**config.mk**
```make
export PLATFORM = sky130hd
export DESIGN_NAME = lmg_move_sequencer
export DESIGN_NICKNAME = d
export VERILOG_FILES = /design/src/rtl/lmg_move_sequencer.sv
export SDC_FILE = /design/constraint.sdc
export NUM_CORES = 1
export LEC_CHECK = 0
export ABC_AREA = 1
export BUFFER_PORTS_ARGS = -buffer_cell sky130_fd_sc_hd__buf_2
export CAP_MARGIN = 20
export CELL_PAD_IN_SITES_DETAIL_PLACEMENT = 1
export CELL_PAD_IN_SITES_GLOBAL_PLACEMENT = 1
export CORE_AREA = 2 2 283 285
export CTS_CLUSTER_SIZE = 25
export DETAILED_ROUTE_END_ITERATION = 8
export DIE_AREA = 0 0 285 287
export PLACE_DENSITY_LB_ADDON = 0.1
export SYNTH_ARGS = -nofsm -noshare
export SYNTH_HDL_FRONTEND = slang
export SYNTH_SLANG_ARGS = --single-unit
```
**constraint.sdc**
```tcl
create_clock -name clk_i -period 7.3 [get_ports clk_i]
set_clock_uncertainty 0.15 [all_clocks]
set_input_delay 0 -clock clk_i [delete_from_list [all_inputs] [get_ports clk_i]]
set_output_delay 0 -clock clk_i [all_outputs]
set_load 0.03 [all_outputs]
```
**src/rtl/lmg_move_sequencer.sv**
```systemverilog
// lmg_move_sequencer
// Drives the LMG legal-move generator. A board state and the castle and
// en-passant flags are latched on start, and LMG runs through reset,
// generate and drain. Each FIFO word holds eight packed move slots. Empty
// slots are dropped, and legal moves are sent one at a time on a
// valid/ready stream.
module lmg_move_sequencer #(
    parameter int MV_W        = 19,
    parameter int MV_PER_WORD = 8,
    parameter int CNT_W       = 8,
    parameter int TIMEOUT_CYC = 4096
) (
    input  logic              clk_i,
    input  logic              reset_i,
    input  logic              start_i,
    input  logic [255:0]      bstate_in_i,
    input  logic              lcas_in_i,
    input  logic              rcas_in_i,
    input  logic [7:0]        enp_in_i,
    output logic              lmg_reset_o,
    output logic [255:0]      lmg_bstate_o,
    output logic              lmg_lcas_o,
    output logic              lmg_rcas_o,
    output logic [7:0]        lmg_enp_o,
    input  logic              lmg_done_i,
    input  logic [159:0]      lmg_fifo_out_i,
    input  logic              lmg_fifo_empty_i,
    output logic              lmg_rden_o,
    output logic              mv_valid_o,
    input  logic              mv_ready_i,
    output logic [MV_W-1:0]   mv_data_o,
    output logic              busy_o,
    output logic              list_done_o,
    output logic [CNT_W-1:0]  move_count_o,
    output logic              timeout_err_o
);

    localparam int WORD_W = MV_W * MV_PER_WORD;
    localparam int SLOT_W = (MV_PER_WORD > 1) ? $clog2(MV_PER_WORD) : 1;
    localparam int TMR_W  = (TIMEOUT_CYC > 1) ? $clog2(TIMEOUT_CYC) : 1;

    typedef enum logic [2:0] {
        IDLE,
        LOAD,
        GEN,
        CHECK,
        FETCH,
        EMIT,
        FINISH
    } state_e;

    state_e              state_q;
    logic                lmgReset_q;
    logic [255:0]        lmgBstate_q;
    logic                lmgLcas_q;
    logic                lmgRcas_q;
    logic [7:0]          lmgEnp_q;
    logic [TMR_W-1:0]    genTimer_q;
    logic [WORD_W-1:0]   wordReg_q;
    logic [SLOT_W-1:0]   slotIdx_q;
    logic                mvValid_q;
    logic [MV_W-1:0]     mvData_q;
    logic                busy_q;
    logic                listDone_q;
    logic [CNT_W-1:0]    moveCount_q;
    logic                timeoutErr_q;

    logic [SLOT_W-1:0]   nextSlotIdx;
    logic [MV_W-1:0]     firstMove;
    logic [MV_W-1:0]     nextMove;
    logic                lastSlot;
    logic                handshake;

    // The top byte of the FIFO word carries no move slots.
    logic [159-WORD_W:0] unusedFifoBits;
    assign unusedFifoBits = lmg_fifo_out_i[159:WORD_W];

    // Slot selection: slot 1 is in the most significant position of the word.
    always_comb begin
        nextSlotIdx = slotIdx_q + SLOT_W'(1);
        firstMove   = lmg_fifo_out_i[WORD_W-1 -: MV_W];
        nextMove    = wordReg_q[MV_W*(MV_PER_WORD-1-int'(nextSlotIdx)) +: MV_W];
        lastSlot    = (slotIdx_q == SLOT_W'(MV_PER_WORD-1));
        handshake   = mvValid_q && mv_ready_i;
    end

    // Sequencer FSM: all stream, status and LMG control outputs are registered here.
    always_ff @(posedge clk_i) begin
        if (reset_i) begin
            state_q      <= IDLE;
            lmgReset_q   <= 1'b1;
            lmgBstate_q  <= '0;
            lmgLcas_q    <= 1'b0;
            lmgRcas_q    <= 1'b0;
            lmgEnp_q     <= '0;
            genTimer_q   <= '0;
            wordReg_q    <= '0;
            slotIdx_q    <= '0;
            mvValid_q    <= 1'b0;
            mvData_q     <= '0;
            busy_q       <= 1'b0;
            listDone_q   <= 1'b0;
            moveCount_q  <= '0;
            timeoutErr_q <= 1'b0;
        end else begin
            listDone_q <= 1'b0;
            case (state_q)
                IDLE: begin
                    if (start_i) begin
                        lmgBstate_q  <= bstate_in_i;
                        lmgLcas_q    <= lcas_in_i;
                        lmgRcas_q    <= rcas_in_i;
                        lmgEnp_q     <= enp_in_i;
                        moveCount_q  <= '0;
                        timeoutErr_q <= 1'b0;
                        busy_q       <= 1'b1;
                        state_q      <= LOAD;
                    end
                end
                LOAD: begin
                    lmgReset_q <= 1'b0;
                    genTimer_q <= '0;
                    state_q    <= GEN;
                end
                GEN: begin
                    if (lmg_done_i) begin
                        state_q <= CHECK;
                    end else if (genTimer_q == TMR_W'(TIMEOUT_CYC-1)) begin
                        timeoutErr_q <= 1'b1;
                        listDone_q   <= 1'b1;
                        lmgReset_q   <= 1'b1;
                        state_q      <= FINISH;
                    end else begin
                        genTimer_q <= genTimer_q + TMR_W'(1);
                    end
                end
                CHECK: begin
                    if (lmg_fifo_empty_i) begin
                        listDone_q <= 1'b1;
                        lmgReset_q <= 1'b1;
                        state_q    <= FINISH;
                    end else begin
                        state_q <= FETCH;
                    end
                end
                FETCH: begin
                    wordReg_q <= lmg_fifo_out_i[WORD_W-1:0];
                    slotIdx_q <= '0;
                    mvValid_q <= ~firstMove[MV_W-1];
                    mvData_q  <= firstMove[MV_W-1] ? '0 : firstMove;
                    state_q   <= EMIT;
                end
                EMIT: begin
                    if (!mvValid_q || handshake) begin
                        if (handshake && (moveCount_q != '1)) begin
                            moveCount_q <= moveCount_q + CNT_W'(1);
                        end
                        if (lastSlot) begin
                            mvValid_q <= 1'b0;
                            mvData_q  <= '0;
                            state_q   <= CHECK;
                        end else begin
                            slotIdx_q <= nextSlotIdx;
                            mvValid_q <= ~nextMove[MV_W-1];
                            mvData_q  <= nextMove[MV_W-1] ? '0 : nextMove;
                        end
                    end
                end
                FINISH: begin
                    busy_q  <= 1'b0;
                    state_q <= IDLE;
                end
                default: begin
                    state_q <= IDLE;
                end
            endcase
        end
    end

    // The read strobe must line up with the empty flag in the same CHECK cycle.
    // For that reason it is decoded directly from the current state.
    assign lmg_rden_o    = (state_q == CHECK) && !lmg_fifo_empty_i;

    assign lmg_reset_o   = lmgReset_q;
    assign lmg_bstate_o  = lmgBstate_q;
    assign lmg_lcas_o    = lmgLcas_q;
    assign lmg_rcas_o    = lmgRcas_q;
    assign lmg_enp_o     = lmgEnp_q;
    assign mv_valid_o    = mvValid_q;
    assign mv_data_o     = mvData_q;
    assign busy_o        = busy_q;
    assign list_done_o   = listDone_q;
    assign move_count_o  = moveCount_q;
    assign timeout_err_o = timeoutErr_q;

endmodule

```
==> metrics, run 1 <==
Tot Pwr=16.6 mW; Ys Warns=0; Leak=16.9 nW; Net Count, Synth=4536; EDFF count, synth=0; number of global-route vias before repair=between 30k and 40k; TritonCTS buffer count=55; Max VDD drop=0.000324 V; final-layout fill cell count=~10k; global-route wire length before repair=approximately 200000 um; placed cells=between 5k and 6k; Setup Viol. Count Final=0; Antenna Nets Post-Route=0; Synth Flop Type=dfxtp_1; post-cts resize count=0; area of the core=78600 um^2; CTS tree=yes; setup bufs post-CTS=0; hold buffer count at cts=between 600 and 700; Core Util, Final=47.9%; routed via count=33.1k; dpl hpwl=79200 um; final critical-path share of the clock period=about three quarters; clk slew on worst S/H paths=around 70 ps; Final #Nets=approximately 5.7k; dpl cell area=just under 30000 um^2; clk_lat worst skew=between 600 and 700 ps; die area=around 80000 um^2; fin cells=6337; critical path type=reg2reg; Max Cap Violations=0; sequential cell area fraction in the yosys report=a little over a third; FMAX=approximately 0.18 GHz; Worst-Margin Slew=around 1100 ps; Die H=~290 um; Setup crit end kind=flip-flop; Pre-Repair DR Iteration Count=6; min Tclk post-route=between 5000 and 6000 ps; Longest Clk Path Bufs=3; Initial Util=about a third; slew margin rel.=between 20% and 30%; PD cells=about 440 nW/um^2; WP data arrival=a little under 6000 ps; initial antenna violation count=28; Post-Syn Instances=slightly above 4k; setup total negative slack=0 ps; area of the mapped netlist=around 26000 um^2; total grt overflow=0; asr flop ratio synth=0%; Row Count=about 100; critical path fanouts, max=143; most common cell after layout, fill and taps aside=nand2_1; area grow syn2layout=47.6%; wire per inst=between 20 and 25 um; Boundary Pins=around 730; total track usage=30.3%; Die Wd=between 200 and 300 um; CTS Sinks=467; IO buf count=roughly 700; status=completed; routability cong.=around 0.89; RSZ-0062 raised after global routing=no; number of synthesized register bits=roughly 470; clock root cell=clkbuf_16; final instance area=approximately 38000 um^2; share of cells above drive strength 1=between 10% and 20%; startpoint types=flip-flop; vias per inst=around 5.2; Worst Hold Class=in2reg; Residual DRC=0; Hold Violations, Final=0; syn avg cell area=between 6 and 7 um^2; most frequent cells in the layout=nand2_1, nand3_1, buf_2; Distinct cells, synth=around 40; max-slew violations=0; largest net degree at the start of global routing=210; CP required=between 7000 and 8000 ps; Initial DRC Count=roughly 2.0k; total wire length=about 130000 um; H-tree levels=2
state kept, by name, indices dropped and copies added (netlist names):
signal / cells
list_done_o: 1
move_count_o: 8
lmg_enp_o: 8
busy_o: 1
lmg_reset_o: 1
lmg_rcas_o: 1
wordReg_q: 152
mv_data_o: 18
lmg_bstate_o: 256
state_q: 3
genTimer_q: 12
timeout_err_o: 1
mv_valid_o: 1
slotIdx_q: 3
lmg_lcas_o: 1
layout make-up:
type                       count  area [um^2]  share of cell area [%]
clock buffer                  79         1560                    4.13
clock inverter                23          269                   0.714
tap                         1050         1310                    3.49
sequential                   467         9350                    24.8
multi-input combinational   3165        14300                    37.9
antenna                       29         72.6                   0.193
timing repair buffer        1391        10300                    27.4
inverter                     133          518                    1.37
cells in the mapped netlist (2+ instances only):
library cell     n  area share [%]
nand3_1        973              19
nand4_1          3           0.073
inv_2            6           0.088
buf_1           38            0.56
dfxtp_1        467              37
o21ai_1         12            0.24
inv_1          124             1.8
buf_6            7            0.31
or2_2            2           0.049
a21oi_1        381             7.5
a211oi_1         2           0.059
clkbuf_1       166             2.4
and2_1           2           0.049
ha_1             8            0.39
nand2_4          2           0.088
nor3_1           6            0.12
nand2_2          3           0.073
o211ai_1         6            0.18
nor2_2           2           0.049
clkinv_1         3           0.044
buf_4           17            0.50
nor2_1         274             4.0
o21ai_0        286             5.6
nand2_1       1178              17
xor2_1           5            0.17
nand3b_1         2           0.059
o31ai_1          3           0.088
buf_2          103             2.0
a31oi_1          3           0.073
logic make-up after synthesis:
kind of cell / count (synthesis) / share of synthesized area (%)
buf+inv: 464 / 7.78
flops: 467 / 36.6
simple gates: 2450 / 41.1
xor+xnor: 6 / 0.206
fa+ha+maj: 8 / 0.392
other cells: 1 / 0.0147
compound gates: 700 / 13.9
layer usage:
metal | global-route usage [%] | vias to the layer above | routed length [um]
met5 | 0 | - | 37
met4 | 14.6 | 6 | 6650
met3 | 5.14 | 335 | 6230
met2 | 54.8 | 950 | 66400
met1 | 34.5 | 15900 | 51000
li1 | - | 15900 | -
through the flow:
stage,hold slack (ps),setup slack [ps]
after floorplan,-38.2,3980
after global placement,73.2,2200
after detailed placement,79.2,2220
after CTS,0.0608,1810
after global routing,15.2,1330
final,6.98,1780
power breakdown:
group | leakage (nW) | switching (mW) | internal (mW)
logic | 12.2 | 6.97 | 2.76
clock network | 0.895 | 1.23 | 1.60
registers | 3.82 | 0.577 | 3.44
worst max-delay path, stage by stage, from the launching register on:
cell and delay (ps):
dfxtp_1 410, nor2_1 140, nand2_4 720, inv_1 250, nand2_1 120, nor2_1 60
nor2_1 150, nand2_1 260, inv_8 650, buf_4 790, buf_4 660, nand3_1 180
a21oi_1 210, dlygate4sd3_1 580
path summary, 6_finish.rpt:
| check | depth (start not counted) | slack, ps | from | to |
|---|---|---|---|---|
| worst min register to register | 2 | 310 | lmg_bstate_o[142]$_SDFFE_PP0P_ | lmg_bstate_o[142]$_SDFFE_PP0P_ |
| worst max register to register | 13 | 1780 | state_q[1]$_SDFFE_PP0P_ | lmg_bstate_o[254]$_SDFFE_PP0P_ |
| worst max-delay path | 13 | 1780 | state_q[1]$_SDFFE_PP0P_ | lmg_bstate_o[254]$_SDFFE_PP0P_ |
| worst min-delay path | 4 | 7 | lmg_fifo_out_i[30] | wordReg_q[30]$_SDFFE_PP0N_ |
No activity file was read; power rests on OpenSTA's default activity.
==> run 2: changes to the inputs <==
Settings changed: CORE_AREA 2 2 283 285 to 2 2 286 288, DIE_AREA 0 0 285 287 to 0 0 288 290.
Clock period 7.3 ns to 5.36 ns, I/O delays scaled along.
==> metrics, run 2 (synthesis gave the netlist of run 1 again) <==
critical path fanouts, max=between 90 and 100; critical path type=reg2reg; die area=between 80000 and 90000 um^2; largest net degree at the start of global routing=211; Final #Nets=5636; area grow syn2layout=48.0%; total track usage=a little under a third; wire per inst=20.9 um; final critical-path share of the clock period=about four fifths; share of cells above drive strength 1=approximately 17%; total wire length=~130000 um; routability cong.=between 0.8 and 0.9; Leak=around 17 nW; total grt overflow=0; FMAX=0.233 GHz; Longest Clk Path Bufs=3; routed via count=between 30k and 40k; startpoint types=flip-flop; Antenna Nets Post-Route=0; Hold EP=wordReg_q[12]$_SDFFE_PP0N_; Die H=between 200 and 300 um; most common cell after layout, fill and taps aside=nand2_1; Residual DRC=0; Initial Util=31.9%; RSZ-0062 raised after global routing=no; global-route wire length before repair=between 200000 and 250000 um; initial antenna violation count=30; clk_lat worst skew=about 650 ps; Pre-Repair DR Iteration Count=5; worst hold start=lmg_fifo_out_i[12]; max-slew violations=0; TritonCTS buffer count=56; CP required=5790 ps; worst hold stages=4; H-tree levels=2; clock root cell=clkbuf_16; min Tclk post-route=4290 ps; IO buf count=a little over 700; CTS tree=yes; area of the core=80200 um^2; Die Wd=~290 um; Tot Pwr=approximately 23 mW; Setup Viol. Count Final=0; status=completed; reg2reg setup slack=~1100 ps; setup total negative slack=0 ps; vias per inst=between 5 and 6; dpl hpwl=roughly 80000 um; Setup crit end kind=flip-flop; clk slew on worst S/H paths=60 ps; Max VDD drop=0.000560 V; Boundary Pins=~730; Initial DRC Count=between 2k and 2.5k; worst r2r src=state_q[2]$_SDFFE_PP0P_; R2R cell count=14; slew margin rel.=between 20 and 30%; final-layout fill cell count=10.4k; Worst Hold Class=in2reg; Core Util, Final=a little under half; Reg-to-Reg End=lmg_bstate_o[18]$_SDFFE_PP0P_; Max Cap Violations=0; PD cells=615 nW/um^2; CTS Sinks=approximately 470; Worst-Margin Slew=1120 ps; Largest register FFs=roughly 260; Row Count=between 100 and 150; most frequent cells in the layout=nand2_1, nand3_1, buf_2; number of global-route vias before repair=about 35k; setup bufs post-CTS=0; Hold Violations, Final=0; WP data arrival=4720 ps
## run 2: cell count changes in the layout (fill, tap and decap cells not counted), moves of 2 or more
| cell | previous run | this run |
|---|---|---|
| dlygate4sd3_1 | 638 | 610 |
| buf_12 | 7 | 14 |
| diode_2 | 29 | 35 |
| bufinv_16 | 3 | 7 |
| clkbuf_8 | 10 | 14 |
| clkbuf_1 | 15 | 12 |
| clkinv_2 | 15 | 12 |
| buf_4 | 25 | 27 |
| clkbuf_16 | 55 | 57 |
## run 2: worst max path at each step
| stage | from | end |
|---|---|---|
| final | state_q[2]$_SDFFE_PP0P_ | lmg_bstate_o[18]$_SDFFE_PP0P_ |
| after floorplan | slotIdx_q[0]$_SDFFE_PP0P_ | mv_data_o[9]$_SDFFE_PP0P_ |
| after global routing | state_q[2]$_SDFFE_PP0P_ | lmg_bstate_o[18]$_SDFFE_PP0P_ |
| after detailed placement | slotIdx_q[1]$_SDFFE_PP0P_ | mv_data_o[9]$_SDFFE_PP0P_ |
| after CTS | slotIdx_q[1]$_SDFFE_PP0P_ | mv_data_o[9]$_SDFFE_PP0P_ |
| after global placement | slotIdx_q[1]$_SDFFE_PP0P_ | mv_data_o[9]$_SDFFE_PP0P_ |
## run 2: final cells by class
class / instances / area, um^2 / share of cell area (%)
clock inverter: 23 / 365 / 0.967
clock buffer: 82 / 1650 / 4.37
inverter: 133 / 519 / 1.37
sequential: 467 / 9350 / 24.7
multi-input combinational: 3165 / 14300 / 37.8
antenna: 35 / 87.6 / 0.232
timing repair buffer: 1373 / 10200 / 27.0
tap: 1060 / 1330 / 3.51
## run 2: layer usage
metal | share of wire [%] | wire length, um | track usage [%] | up-vias
met3 | 4.9 | 6520 | 5.13 | 454
met1 | 38 | 50700 | 33.8 | 16000
li1 | - | - | - | 15900
met4 | 6.0 | 7940 | 15.4 | 0
met5 | 0 | 0 | 0 | -
met2 | 51 | 67500 | 55.1 | 1059
## run 2: worst max-delay path, stage by stage (launching register included)
cell and delay [ps]:
dfxtp_1 390, inv_1 90, nor2_1 260, nand2_4 170
inv_1 200, nand2_1 90, nor2_1 160, nor2_1 90
nand2_1 300, inv_8 270, nand2_4 630, buf_4 490
nand2_1 100, a21oi_1 140, dlygate4sd3_1 650
## run 2: per-stage QoR
stage / setup slack [ps] / hold slack, ps / cell area [um^2] / std cells
6_report: 1070 / 20.3 / 37800 / 6338
5_1_grt: 786 / 28.7 / 37800 / 6333
4_1_cts: 1200 / 0.00755 / 37700 / 6302
3_5_place_dp: 1210 / 80.6 / 29600 / 5587
3_3_place_gp: 1250 / 75.3 / 29600 / 5586
2_1_floorplan: 2040 / -38.2 / 25500 / 4096
## run 2: report_power, final
part / leakage (nW) / internal (mW) / switching [mW]
Combinational: 12.2 / 3.93 / 9.65
Clock: 0.990 / 2.49 / 1.72
Sequential: 3.82 / 4.68 / 0.795
## run 2: what timing repair did
item	in CTS	in global routing
gates resized for setup	0	0
hold buffers	610	0
hold endpoints to repair	458	0
